## src/rtl/epidemic_link_tx.sv

```systemverilog
// Transmit side of one 8-bit epidemic-routing link: drops expired and recently sent packets,
// queues the survivors and serializes each as header, message ID and payload beats.
module epidemic_link_tx #(
  parameter int unsigned DEPTH = 4,
  parameter int unsigned HIST  = 8
) (
  input  logic       clk,
  input  logic       rst,
  input  logic       in_valid,
  output logic       in_ready,
  input  logic [3:0] in_dst,
  input  logic [3:0] in_ttl,
  input  logic [7:0] in_msg_id,
  input  logic [7:0] in_payload,
  output logic       o_valid,
  output logic [7:0] o_data,
  input  logic       i_ready,
  output logic       drop_dup,
  output logic       drop_ttl,
  output logic       busy
);

  localparam int unsigned PtrW  = $clog2(DEPTH);
  localparam int unsigned CntW  = PtrW + 1;
  localparam int unsigned HPtrW = (HIST > 1) ? $clog2(HIST) : 1;

  localparam logic [CntW-1:0]  DepthCnt = CntW'(DEPTH);
  localparam logic [HPtrW-1:0] HistLast = HPtrW'(HIST - 1);

  typedef enum logic [1:0] {StIdle, StHdr, StMid, StPay} state_e;

  state_e           state_q, state_d;

  logic [23:0]      fifo_q [DEPTH];
  logic [PtrW-1:0]  wr_ptr_q, wr_ptr_d;
  logic [PtrW-1:0]  rd_ptr_q, rd_ptr_d;
  logic [CntW-1:0]  count_q, count_d;
  logic [23:0]      head;

  logic [7:0]       hist_id_q [HIST];
  logic [HIST-1:0]  hist_vld_q, hist_vld_d;
  logic [HPtrW-1:0] hist_ptr_q, hist_ptr_d;

  logic             drop_ttl_q, drop_ttl_d;
  logic             drop_dup_q, drop_dup_d;

  logic             accept;
  logic             ttl_zero;
  logic             dup_hit;
  logic             push;
  logic             pop;

  assign in_ready = (count_q != DepthCnt);
  assign accept   = in_valid && in_ready;
  assign ttl_zero = (in_ttl == 4'd0);
  assign push     = accept && !ttl_zero && !dup_hit;
  assign pop      = (state_q == StPay) && i_ready;
  assign head     = fifo_q[rd_ptr_q];

  // IDs still waiting in the FIFO already count as sent, so only the history is searched.
  always_comb begin
    dup_hit = 1'b0;
    for (int unsigned i = 0; i < HIST; i++) begin
      if (hist_vld_q[i] && (hist_id_q[i] == in_msg_id)) begin
        dup_hit = 1'b1;
      end
    end
  end

  always_comb begin
    wr_ptr_d = wr_ptr_q;
    rd_ptr_d = rd_ptr_q;
    count_d  = count_q + CntW'(push) - CntW'(pop);
    if (push) begin
      wr_ptr_d = wr_ptr_q + PtrW'(1);
    end
    if (pop) begin
      rd_ptr_d = rd_ptr_q + PtrW'(1);
    end
  end

  always_comb begin
    hist_vld_d = hist_vld_q;
    hist_ptr_d = hist_ptr_q;
    if (push) begin
      hist_vld_d[hist_ptr_q] = 1'b1;
      hist_ptr_d = (hist_ptr_q == HistLast) ? '0 : hist_ptr_q + HPtrW'(1);
    end
  end

  always_comb begin
    drop_ttl_d = accept && ttl_zero;
    drop_dup_d = accept && !ttl_zero && dup_hit;
  end

  // A packet pushed in the same cycle as the last PAY still counts, so no bubble before it.
  always_comb begin
    state_d = state_q;
    unique case (state_q)
      StIdle: if (count_q != '0) state_d = StHdr;
      StHdr:  if (i_ready) state_d = StMid;
      StMid:  if (i_ready) state_d = StPay;
      StPay:  if (i_ready) state_d = (count_d != '0) ? StHdr : StIdle;
      default: state_d = StIdle;
    endcase
  end

  always_comb begin
    o_data = 8'h00;
    unique case (state_q)
      StHdr:   o_data = head[23:16];
      StMid:   o_data = head[15:8];
      StPay:   o_data = head[7:0];
      default: o_data = 8'h00;
    endcase
  end

  assign o_valid  = (state_q != StIdle);
  assign busy     = (count_q != '0) || (state_q != StIdle);
  assign drop_ttl = drop_ttl_q;
  assign drop_dup = drop_dup_q;

  always_ff @(posedge clk or posedge rst) begin
    if (rst) begin
      state_q    <= StIdle;
      wr_ptr_q   <= '0;
      rd_ptr_q   <= '0;
      count_q    <= '0;
      hist_vld_q <= '0;
      hist_ptr_q <= '0;
      drop_ttl_q <= 1'b0;
      drop_dup_q <= 1'b0;
    end else begin
      state_q    <= state_d;
      wr_ptr_q   <= wr_ptr_d;
      rd_ptr_q   <= rd_ptr_d;
      count_q    <= count_d;
      hist_vld_q <= hist_vld_d;
      hist_ptr_q <= hist_ptr_d;
      drop_ttl_q <= drop_ttl_d;
      drop_dup_q <= drop_dup_d;
    end
  end

  // Storage needs no reset: valid bits and the FIFO count gate every read.
  always_ff @(posedge clk) begin
    if (push) begin
      fifo_q[wr_ptr_q] <= {in_ttl - 4'd1, in_dst, in_msg_id, in_payload};
      hist_id_q[hist_ptr_q] <= in_msg_id;
    end
  end

endmodule

```

## config.mk

```make
export PLATFORM = sky130hd
export DESIGN_NAME = epidemic_link_tx
export DESIGN_NICKNAME = d
export VERILOG_FILES = /design/src/rtl/epidemic_link_tx.sv
export SDC_FILE = /design/constraint.sdc
export NUM_CORES = 1
export LEC_CHECK = 0
export ABC_AREA = 1
export BUFFER_PORTS_ARGS = -buffer_cell sky130_fd_sc_hd__buf_2
export CAP_MARGIN = 20
export CORE_AREA = 4 4 130 182
export CTS_CLUSTER_DIAMETER = 200
export DETAILED_ROUTE_END_ITERATION = 7
export DIE_AREA = 0 0 134 186
export HOLD_SLACK_MARGIN = 0.12
export MAX_ROUTING_LAYER = met4
export PLACE_DENSITY = 0.5
export SLEW_MARGIN = 30
export SYNTH_ARGS = -nofsm -noshare
export SYNTH_HDL_FRONTEND = slang
export SYNTH_SLANG_ARGS = --single-unit
```

## constraint.sdc

```tcl
create_clock -name clk -period 3.7 [get_ports clk]
set_clock_uncertainty 0.05 [all_clocks]
set_input_delay 0.555 -clock clk [delete_from_list [all_inputs] [get_ports clk]]
set_output_delay 0.555 -clock clk [all_outputs]
set_load 0.02 [all_outputs]
```

# == Yosys cells after proc, flatten, opt, wreduce, memory -nomap -nowiden ==
# Memory sizes are Yosys's and may differ from the RTL's.
# Index checks and enable logic that the tools add are counted.
# W data, S select, Z words.
# classes
addsub,6
n_mux,20
n_div,0
n_eq_ne,17
shift,0
order_cmp,2
n_bitwise,1
mul,0
reduce_logical,24
# ops
operator,count
$eq A8 B8 Y1,8
$pmux W8 S3,1
$logic_and A1 B1 Y1,15
$mux W1,12
$mux W2,4
$ne A2 B2 Y1 const B,4
$or A8 B8 Y8,1
$pmux W2 S4,1
$reduce_bool A3 Y1,2
$add A2 B1 Y2 const B,2
$eq A2 B2 Y1 const B,2
$logic_not A4 Y1,1
$lt A3 B4 Y1 const B,1
$reduce_and A4 Y1,1
$sub A4 B1 Y4 const B,1
$add A3 B1 Y3,1
$add A3 B1 Y3 const B,1
$demux W1 S3,1
$eq A3 B3 Y1 const B,1
$ge A3 B1 Y1 const B,1
$mux W3,1
$ne A3 B3 Y1 const B,1
$sub A3 B1 Y3,1
$eq A2 B1 Y1 const B,1
other kinds (4),5
# totals
mem_bits_rw,160
elab_cells,80
in_bits,28
latch_bits,0
memories,2
register_bits,22
output_inout_bits,13
rom_bits,0
# mem_list
memory,words,width,read_ports,rd_clocked_by_memory_dff,write_ports,line,source
fifo_q,4,24,1,0,1,34,logic [23:0] fifo_q [DEPTH];
hist_id_q,8,8,8,0,1,40,logic [7:0] hist_id_q [HIST];

# == Depth between registers and ports, before layout ==
# depth
word_depth,18
ltp_mapped,20
mapped_depth_nobuf,19

# == Worst setup path after synthesis ==
# OpenSTA, ideal clock, no wires.
# synth_timing
path_type,input port to flip-flop
start,input in_msg_id[0]
end,register state_q[0]
path_slack_ps,732
arrival_ps,2802
cell_stages,18
required_time_ps,3533
path_cell_list,buf_4 -> clkinv_2 -> nand2_1 -> o211ai_1 -> nor2_1 -> nand3_1 -> nand2_4 -> nor2_8 -> nand3_4 -> ha_1 -> inv_1 -> ha_1 -> fa_1 -> xor2_1 -> o31ai_1 -> nand2_1 -> nand2_1 -> nand2_1
# synth_via
elab_chain_cells,18
word_cells_on_any_way,32
cone_classes,add/sub: 2; eq/ne: 8; mux: 11; reduce/logical: 11
# synth_rtl
element,line,source
"start, declared",13,"input logic [7:0] in_msg_id,"
$eq A8 B8 Y1,64,if (hist_vld_q[i] && (hist_id_q[i] == in_msg_id)) begin
$logic_and A1 B1 Y1,64,
$mux W1 (7 in series),64,
$mux W1 *,64,
$logic_not A1 Y1 *,56,assign push = accept && !ttl_zero && !dup_hit;
$logic_and A1 B1 Y1 *,56,
$add A3 B1 Y3 *,73,count_d = count_q + CntW'(push) - CntW'(pop);
$sub A3 B1 Y3 *,73,
named net count_d[2],37,"logic [CntW-1:0] count_q, count_d;"
$reduce_bool A3 Y1 *,103,StPay: if (i_ready) state_d = (count_d != '0) ? StHdr : StIdle;
$mux W1 *,103,
$mux W2 *,103,
$pmux W2 S4 *,99,unique case (state_q)
"end signal, assigned",125,state_q <= StIdle;
"end signal, assigned",134,state_q <= state_d;
"end, declared",32,"state_e state_q, state_d;"
# The timed path passes the listed nets; every way through them passes the cells marked *. The select of a mux whose other input is x is not followed.
# A chain may end at the register's enable or synchronous reset.

# == Final worst setup path ==
# layout_timing
start,input in_msg_id[3]
end,register state_q[0]
# Same word-level chain as after synthesis.

==> out/qor.yml <==
sta:
  worst_pin_slew_ns: 0.602
  finalHoldViolations: 0
  fin_tns_setup_ns: 0
  timing.final.crit_share_pct: 86.3
  clock.fmax_mhz: 313
  min_period_ns: 3.19
  relative_slew_margins_pct: 59.7
  maxSlewViolCount: 0
  grt_setup_unrepaired: "no"
  setup-violations-final: 0
  timing.hold.ws_ns: 0.0985
layout:
  post_route_core_utilization_pct: 42.7
  multiInputGateArea_um2: 2330
  seqCellArea_um2: 5360
  antenna-diode-count: 0
  design.final.nets: 825
  final_cell_count_no_fill: 1092
  final_layout_size_suffix_gt1_share_pct: 15.1
  nFillCells: 2060
  flow.area_growth_from_synthesis_pct: 13.4
floorplanning:
  chipHeight_um: 186
  fp.coreArea_um2: 21900
  fp.dieArea_um2: 24900
  fp-row-count: 64
  die_span_in_x_um: 134
  top_level_ports: 41
  start_util_pct: 37.7
clocking:
  post_cts_resized: 0
  ctsHoldBuffers: 0
  clkSinkCount: 182
  clk_transition_reported_paths_ns: 0.07
  ctsRootBufferMaster: "sky130_fd_sc_hd__clkbuf_16"
  max-clock-path-buffers: 2
  cts-buffers-inserted: 17
  tritoncts: "done"
  post_cts_buffers: 0
  ctsHtreeMaxLevel: 4
  clk-insertion-delay-late_ns: 0.43
power:
  seqPwrFrac_pct: 43.1
  comb_power_share_pct: 29.3
  p_sw_mw: 2.27
  power.clock.fraction_pct: 27.6
  static-leakage-power_nw: 3.80
  power.internal_mw: 4.18
  swShare_pct: 35.2
  design_power_total_mw: 6.45
  power.density_cell_area_nw_per_um2: 691
  peakVddDrop_v: 0.000340
worst_setup_path:
  path_cells: "buf_2 -> inv_2 -> nand2_2 -> nand2_1 -> inv_1 -> nand2_1 -> nor2_2 -> nand3_2 -> nand2_4 -> nor2_8 -> nand3_4 -> ha_1 -> inv_1 -> ha_1 -> fa_1 -> xor2_1 -> o31ai_1 -> nand2_1 -> nand2_1 -> nand2_1"
  regToRegStartpoint: "hist_id_q[0][0]"
  timing_startpoint_of_the_critical_path: "in_msg_id[3]"
  regToRegEndpoint: "state_q[0]"
  worst_setup_path_start_kind: "primary input"
  critical_path.top_delay_family: "simple AND/OR/NAND/NOR gates"
  setup.worst_path.class: "in -> reg"
  ff2ff_path_depth: 17
  worst-path-max-fanout: 17
  crit_slowest_cell: "sky130_fd_sc_hd__fa_1"
  crit_top_cell: "sky130_fd_sc_hd__nand2_1"
  critical_path.max_stage_delay_ns: 0.38
  crit_path_end_kind: "register"
  ff2ff_setup_slack_ns: 0.57
  cp_num_buf_inv: 4
  worst_ep_required_time_ns: 3.97
  worst-endpoint-arrival_ns: 3.46
drt:
  drt_iter0_markers: 210
  antenna_left: 0
  via_count: 5239
  detail_route.wl_per_cell_um: 15.7
  route.final.wire_length_um: 17100
  post_drt_via_cell_ratio: 4.80
  first_pass_iters: 5
  drc_errors: 0
global_routing:
  gr-usage-met1_pct: 15.5
  busiest_layer_in_global_routing: "met2"
  grt_start_max_net_pins: 50
  leftover_overflow_at_the_end_of_global_routing: 0
  grt_met3_use_pct: 2.79
  vias_in_the_first_global_route: 5513
  antenna_violations_before_repair: 0
  met2_usage_pct: 28.2
  first_pass_grt_wire_length_um: 28100
  global_route.usage.total_pct: 15.0
placement:
  finalWeightedCongestion: 0.826
  detailedPlacementHpwl_um: 11600
  placedCellCount: 1060
  port_buffers: 40
yosys:
  postSynthNetCount: 778
  synth_seq_cells: 182
  cell_area_after_technology_mapping_um2: 8240
  synth_flop_cell: "sky130_fd_sc_hd__edfxtp_1"
  synth-warning-count: 0
  synth_cells: 735
  synthesis.area_per_instance_um2: 11.2
  ys_seq_area_share_pct: 65.0
  count_of_distinct_cell_types_in_the_synthesized_netlist: 38
  async_reset_ff_share_pct: 12.1
  number_of_enable_type_register_cells_in_the_synthesized_netlist: 160
min_path:
  holdCritPathClass: "in -> async"
run:
  max_capacitance_violation_total: 0
outcome:
  run_status: "complete, no violations"
power by group through the flow:
stage	logic, mW	registers (mW)	clock network, mW
finish	1.89	2.78	1.78
global route	2.16	2.82	1.91
CTS	1.94	2.78	1.83
detailed placement	1.94	2.82	0
global placement	1.90	2.81	0
floorplan	1.36	2.77	0
through the flow:
stage | setup slack, ns | instance area [µm²]
2_1_floorplan | 0.732 | 8240
3_3_place_gp | 0.185 | 8750
3_5_place_dp | 0.0849 | 8750
4_1_cts | 0.532 | 9340
5_1_grt | 0.237 | 9340
6_report | 0.507 | 9340
cells by family (layout without fill, tap and decap cells):
family,count (synthesis),in the layout,synth area share [%]
compound gates,75,75,6.06
buf+inv,125,185,6.80
flops,182,182,65.0
xor+xnor,23,23,2.45
fa+ha+maj,15,15,2.37
simple gates,315,315,17.3
how the worst max path moves through the flow:
stage,cells after the start,slack (ns),end
2_1_floorplan,18,0.73,state_q[0]
6_report,20,0.51,state_q[0]
3_3_place_gp,20,0.19,state_q[0]
5_1_grt,20,0.24,state_q[0]
4_1_cts,20,0.53,state_q[0]
3_5_place_dp,18,0.08,state_q[0]
state kept, by name (all words and copies together), names as in the netlist:
name        flops
fifo_q         96
rd_ptr_q        2
drop_ttl        1
hist_vld_q      8
drop_dup        1
hist_ptr_q      3
state_q         2
hist_id_q      64
count_q         3
wr_ptr_q        2
synth_stat cells, types with 2 or more instances:
library cell | instances | share of area (%)
sky130_fd_sc_hd__nand3_1 | 19 | 1.2
sky130_fd_sc_hd__xor2_1 | 18 | 1.9
sky130_fd_sc_hd__nand2_2 | 3 | 0.23
sky130_fd_sc_hd__o21ai_1 | 2 | 0.12
sky130_fd_sc_hd__nand4_4 | 4 | 1.0
sky130_fd_sc_hd__o32ai_1 | 24 | 2.6
sky130_fd_sc_hd__ha_1 | 14 | 2.1
sky130_fd_sc_hd__clkbuf_1 | 13 | 0.59
sky130_fd_sc_hd__dfrtp_1 | 22 | 6.7
sky130_fd_sc_hd__buf_6 | 4 | 0.55
sky130_fd_sc_hd__nor3_1 | 11 | 0.67
sky130_fd_sc_hd__o22ai_1 | 5 | 0.38
sky130_fd_sc_hd__nand4_1 | 11 | 0.84
sky130_fd_sc_hd__o21ai_0 | 30 | 1.8
sky130_fd_sc_hd__buf_4 | 5 | 0.46
sky130_fd_sc_hd__a21oi_1 | 7 | 0.43
sky130_fd_sc_hd__xnor2_1 | 5 | 0.53
sky130_fd_sc_hd__nor2_8 | 2 | 0.49
sky130_fd_sc_hd__buf_12 | 2 | 0.49
sky130_fd_sc_hd__buf_2 | 5 | 0.30
sky130_fd_sc_hd__o211ai_1 | 3 | 0.27
sky130_fd_sc_hd__nor2_1 | 103 | 4.7
sky130_fd_sc_hd__nand3_2 | 4 | 0.49
sky130_fd_sc_hd__inv_2 | 3 | 0.14
sky130_fd_sc_hd__nand2_1 | 151 | 6.9
sky130_fd_sc_hd__nand2_4 | 3 | 0.41
sky130_fd_sc_hd__inv_1 | 90 | 4.1
sky130_fd_sc_hd__edfxtp_1 | 160 | 58
sky130_fd_sc_hd__nor2_2 | 3 | 0.23
cell usage in the layout (no fill, tap or decap), types with 4 or more instances in the layout:
cell type	synthesis	routed
sky130_fd_sc_hd__edfxtp_1	160	160
sky130_fd_sc_hd__nor2_1	103	99
sky130_fd_sc_hd__xor2_1	18	18
sky130_fd_sc_hd__nor2_2	3	7
sky130_fd_sc_hd__nand4_4	4	4
sky130_fd_sc_hd__buf_2	5	40
sky130_fd_sc_hd__buf_4	5	17
sky130_fd_sc_hd__xnor2_1	5	5
sky130_fd_sc_hd__inv_2	3	4
sky130_fd_sc_hd__nor3_1	11	11
sky130_fd_sc_hd__clkbuf_16	0	17
sky130_fd_sc_hd__nand2_1	151	151
sky130_fd_sc_hd__a21oi_1	7	7
sky130_fd_sc_hd__inv_1	90	89
sky130_fd_sc_hd__nand3_2	4	4
sky130_fd_sc_hd__o32ai_1	24	24
sky130_fd_sc_hd__dfrtp_1	22	22
sky130_fd_sc_hd__nand3_1	19	19
sky130_fd_sc_hd__o21ai_0	30	30
sky130_fd_sc_hd__nand4_1	11	11
sky130_fd_sc_hd__ha_1	14	14
sky130_fd_sc_hd__o22ai_1	5	5
metal layers:
| metal | routed length (µm) | up-vias | share of wire, % |
|---|---|---|---|
| li1 | - | 2567 | - |
| met1 | 6800 | 2573 | 40 |
| met2 | 9570 | 70 | 56 |
| met3 | 384 | 29 | 2.2 |
| met4 | 390 | 0 | 2.3 |
| met5 | 0 | - | 0 |
cell type report:
type,count,share of cell area (%)
timing repair buffer,57,3.51
multi-input combinational,428,25.0
clock inverter,15,1.74
sequential,182,57.3
inverter,96,3.90
clock buffer,17,4.56
tap,297,3.98
Power figures use the tool's default switching activity.
